[src/rtl/bcd_to_bin_seq_if.sv]
// bcd_to_bin_seq_if: start/busy/done handshake with the BCD input and binary result
interface bcd_to_bin_seq_if #(parameter int DIGITS = 3, parameter int BIN_W = 10);
  logic                start;
  logic [4*DIGITS-1:0] bcd;
  logic                busy;
  logic                done;
  logic                err;
  logic [BIN_W-1:0]    bin;
  modport master (output start, bcd, input busy, done, err, bin);
  modport slave  (input start, bcd, output busy, done, err, bin);
endinterface

[src/rtl/bcd_to_bin_seq.sv]
// bcd_to_bin_seq: sequential BCD-to-binary converter (reverse double-dabble)
module bcd_to_bin_seq #(
  parameter int DIGITS = 3,
  parameter int BIN_W  = 10
) (
  input  logic clk,
  input  logic rst_n,
  bcd_to_bin_seq_if.slave bus
);
  localparam int BW = 4*DIGITS;
  localparam int SW = BW + BIN_W;
  localparam int CW = $clog2(BIN_W + 1);
  typedef enum logic [1:0] {IDLE, SHIFT, DONE} state_t;
  state_t        state;
  logic [SW-1:0] sr, sh, fixed;
  logic [CW-1:0] cnt;
  logic          bad;
  // fields >=8 after the shift get 3 removed, each field independently
  always_comb begin
    sh    = sr >> 1;
    fixed = sh;
    bad   = 1'b0;
    for (int i = 0; i < DIGITS; i++) begin
      fixed[BIN_W+4*i +: 4] = sh[BIN_W+4*i +: 4] >= 4'd8 ? sh[BIN_W+4*i +: 4] - 4'd3 : sh[BIN_W+4*i +: 4];
      bad = bad | (bus.bcd[4*i +: 4] > 4'd9);
    end
  end
  always_ff @(posedge clk or negedge rst_n) begin
    if (!rst_n) begin
      state    <= IDLE;
      sr       <= '0;
      cnt      <= '0;
      bus.busy <= 1'b0;
      bus.done <= 1'b0;
      bus.err  <= 1'b0;
      bus.bin  <= '0;
    end else begin
      case (state)
        IDLE: if (bus.start) begin
          bus.busy <= 1'b1;
          if (bad) begin
            bus.done <= 1'b1;
            bus.err  <= 1'b1;
            bus.bin  <= '0;
            state    <= DONE;
          end else begin
            sr    <= {bus.bcd, {BIN_W{1'b0}}};
            cnt   <= '0;
            state <= SHIFT;
          end
        end
        SHIFT: begin
          sr  <= fixed;
          cnt <= cnt + 1'b1;
          if (cnt == CW'(BIN_W-1)) begin
            bus.bin  <= fixed[BIN_W-1:0];
            bus.err  <= 1'b0;
            bus.done <= 1'b1;
            state    <= DONE;
          end
        end
        DONE: begin
          bus.done <= 1'b0;
          bus.busy <= 1'b0;
          state    <= IDLE;
        end
        default: state <= IDLE;
      endcase
    end
  end
endmodule

[src/flat_wrapper.sv]
// flat-port wrapper written by rule: the top's interface ports become plain ports
module bcd_to_bin_seq_flat 
#(
  parameter int DIGITS = 3,
  parameter int BIN_W  = 10
)
  (clk, rst_n, bus_start, bus_bcd, bus_busy, bus_done, bus_err, bus_bin);
  bcd_to_bin_seq_if #(.DIGITS(DIGITS), .BIN_W(BIN_W)) bus_i ();
  input  logic clk;
  input  logic rst_n;
  input wire logic [$bits(bus_i.start)-1:0] bus_start;
  input wire logic [$bits(bus_i.bcd)-1:0] bus_bcd;
  output wire logic [$bits(bus_i.busy)-1:0] bus_busy;
  output wire logic [$bits(bus_i.done)-1:0] bus_done;
  output wire logic [$bits(bus_i.err)-1:0] bus_err;
  output wire logic [$bits(bus_i.bin)-1:0] bus_bin;
  assign bus_i.start = bus_start;
  assign bus_i.bcd = bus_bcd;
  assign bus_busy = bus_i.busy;
  assign bus_done = bus_i.done;
  assign bus_err = bus_i.err;
  assign bus_bin = bus_i.bin;
  bcd_to_bin_seq #(.DIGITS(DIGITS), .BIN_W(BIN_W)) u_core (.clk(clk), .rst_n(rst_n), .bus(bus_i));
endmodule
[config.mk]
export PLATFORM = sky130hd
export DESIGN_NAME = bcd_to_bin_seq_flat
export DESIGN_NICKNAME = d
export VERILOG_FILES = /design/src/rtl/bcd_to_bin_seq_if.sv /design/src/rtl/bcd_to_bin_seq.sv /design/src/flat_wrapper.sv
export SDC_FILE = /design/constraint.sdc
export NUM_CORES = 1
export LEC_CHECK = 0
export BUFFER_PORTS_ARGS = -buffer_cell sky130_fd_sc_hd__buf_2
export CORE_MARGIN = 10
export CORE_UTILIZATION = 45
export DETAILED_ROUTE_END_ITERATION = 7
export HOLD_SLACK_MARGIN = 0.02
export PLACE_DENSITY = 0.68
export SLEW_MARGIN = 20
export SYNTH_ARGS = -nofsm -noshare
export SYNTH_HDL_FRONTEND = slang
export SYNTH_SLANG_ARGS = --single-unit
[constraint.sdc]
create_clock -name clk -period 1.4 [get_ports clk]
set_clock_uncertainty 0.1 [all_clocks]
set_input_delay 0.07 -clock clk [delete_from_list [all_inputs] [get_ports clk]]
set_output_delay 0.07 -clock clk [all_outputs]
set_load 0.05 [all_outputs]
==> results.md <==
* Status: complete, but fails checks
* Failing checks: negative setup slack
* Unique cell type count in the Yosys netlist at 34
* Tot GR Track Use at 12.9%
* Worst slew pin tran at 503 ps
* PD cells at 1960 mW/mm^2
* Die width at 85.1 microns
* Average wire per standard cell at 16.8 microns
* Number of CTS-inserted buffers at 5
* Tmin final at 1510 ps
* Residual DRC count at 0
* Register clock-pin slew on the reported worst setup and hold paths at 80 ps
* Launching element type of the critical path: register
* Vias after detailed routing at 1546
* Slew margin rel. at 66.5%
* Chip height at 85.1 microns
* Required time at the endpoint of the critical path at 1480 ps
* Static leakage power at 1.26 nW
* Count of synthesis-stage warnings from yosys at 0
* Setup CP Type: register to register
* Placed wire-length estimate after detailed placement at 3.13 mm
* Routed vias/inst at 5.48
* Largest fanout on the critical path at 6
* Synthesis-stage register bit count at 40
* Average instance area after synthesis at 11.4 sq um
* Total die area at 0.00724 sq mm
* Count of final hold-check violations at 0
* CP max stage cell: dfrtp_1
* Seq/Total Area, Yosys at 52.5%
* Floorplan core area at 0.00406 sq mm
* Maximum single-stage delay on the critical path at 370 ps
* Fin. max-slew vios at 0
* Most common cell in the netlist: dfrtp_1
* Final weighted congestion in routability-driven placement at 0.785
* Number of nets with antenna violations after detailed routing at 0
* Post-Synthesis Net Count at 188
* Filler Cells Inserted at 292
* Net total in the final layout at 252
* Sum of internal, switching and leakage power at 5.12 mW
* Layout overhead on the synthesized area at 37.0%
* I/O Buffers at 27
* Ys async rst share at 100%
* Share of the clock period used by the worst path after layout at 108%
* Number of instances in the synthesized netlist at 167
* Cells taking the most area after synthesis: dfrtp_1, a22o_1, buf_6
* Std cell rows at 23
* Final worst-path setup slack at -110 ps
* Sequence of cells on the critical path: inv_2, ha_2, and3b_1, buf_4, and2_4, a22o_1
* Iteration-0 DRC count of the detailed router at 86
* I/O pins at 28
* Level count of the clock H-tree at 2
* Congestion Overflow GR at 0
* Critical path endpoint category: register
* Final hold slack at 44.0 ps
* Non-filler instance count after layout at 282
* Share of the synthesized area in the top cell type at 52.5%
* Overall routed net length at 4.75 mm
* Setup Slack @ Placement at -137 ps
* Top FF cell, synth: dfrtp_1
* Antenna violations before repair at 0
* Clock insertion delay at the later pin of the skew report at 290 ps
* Setup repair after global routing missed its margin: yes
* Instance area at placement at 0.00220 sq mm
* Wire length of the first global-routing pass at 7.63 mm
* Final Cell Area at 0.00261 sq mm
* Final number of setup-violating endpoints at 21
* Bufs on Longest Clock Path at 2
* Number of synthesized flops with an enable pin at 0
* Leading post-synthesis cells by instance count: dfrtp_1, a22o_1, nand2_1
* Post-synthesis cell type with the largest combined area: dfrtp_1
* Cell Count Post-Placement at 258
* Highest clock frequency the design can meet at 0.662 GHz
* Min-delay worst type: primary input to register
* Total number of clock tree sinks at 40
* Number of antenna repair diodes at 0
* Clock root buffer master: clkbuf_8
* Arr. time, crit path at 1590 ps
* Initial DRT Pass Iterations at 4
* Cell area after synthesis at 0.00191 sq mm
* Max-Cap Viols at 0
* Share of cells above drive strength 1 at 41.4%
* Number of global-route vias before repair at 1603
* CTS tree: built
* IR drop worst, VDD at 1090 uV
* Starting density of the core at 47.0%
* Pin count of the biggest net entering global routing at 41
-- worst paths after layout --
path                                           to               from  depth (start not counted)  slack, ps
worst min register to register  u_core.bus.bin[2]  u_core.bus.bin[2]                          1        400
max in group asynchronous         u_core.state[0]              rst_n                          3        570
worst max register to register  u_core.bus.bin[5]      u_core.cnt[1]                          6       -110
worst min-delay path              u_core.bus.busy          bus_start                          3         40
worst max-delay path            u_core.bus.bin[5]      u_core.cnt[1]                          6       -110
min in group asynchronous       u_core.bus.bin[0]              rst_n                          3        260
-- layout make-up --
type | count | area [sq um] | share of cell area, %
repair buffers | 64 | 478 | 18.3
clock inverters | 3 | 46.3 | 1.77
flip-flops and latches | 40 | 1000 | 38.4
clock buffers | 5 | 68.8 | 2.63
inverters | 9 | 33.8 | 1.29
multi-input cells | 111 | 921 | 35.2
well taps | 50 | 62.6 | 2.39
-- cells by family after synthesis --
group                      count (synthesis)  synth area share (%)
AOI/OAI and AO/OA                         53                  20.7
xor gates and xnor gates                   6                  2.75
adders and majority gates                  6                  3.93
buffers and inverters                     18                  6.56
DFF                                       40                  52.5
muxes                                      7                  3.67
and+or+nand+nor                           37                  9.97
-- per-layer routing --
metal	wire (microns)	vias to the layer above	share of wire, %	GRT usage (%)
li1	-	718	-	-
met1	2030	771	43	15.1
met2	2260	45	48	19.9
met3	329	12	6.9	5.16
met4	129	0	2.7	6.59
met5	0	-	0	0
-- timing repair --
action	in CTS	in global routing
endpoints found under the setup margin	33	35
gates resized for setup	26	19
setup buffers	0	2
cloned	1	2
hold buffers	12	0
pin swaps	12	13
hold endpoints to repair	51	0
-- critical path: cells and delay by family (launching register included) --
family,cells,cell delay (ps)
DFF,1,370
and+or+nand+nor,2,360
AOI/OAI and AO/OA,1,230
buffers and inverters,2,180
adders and majority gates,1,160
-- power breakdown --
group          switching, mW  leakage [nW]  internal, mW
Sequential             0.386         0.521          1.53
Combinational           1.16         0.681          1.08
Clock                  0.429        0.0548         0.537
Total                   1.98          1.26          3.15
-- flip-flops by register name, indices dropped and copies added (netlist names) --
signal           flops
u_core.state         2
u_core.bus.bin      10
u_core.bus.busy      1
u_core.sr           21
u_core.bus.done      1
u_core.cnt           4
u_core.bus.err       1
-- metrics by stage --
step / util [%] / TNS, ps
final: 64.4 / -1320
after global routing: 64.4 / -2810
after CTS: 61.5 / -1220
after detailed placement: 54.3 / -2130
after global placement: 54.3 / -1360
after floorplan: - / -698
-- cells in the final DEF (no fill, tap or decap), drive strengths merged, types with 2 or more instances in the layout --
master and n:
nor3 2, a31oi 2, o21ai 17, clkbuf 5
nor2b 2, buf 52, ha 6, and2 4
inv 10, a22o 20, nand2 15, a21oi 9
dlygate4sd3 12, nor2 8, xor2 2, mux2i 7
nand2b 3, dfrtp 40, xnor2 4
Note: power is estimated with default switching activity, not from simulation.
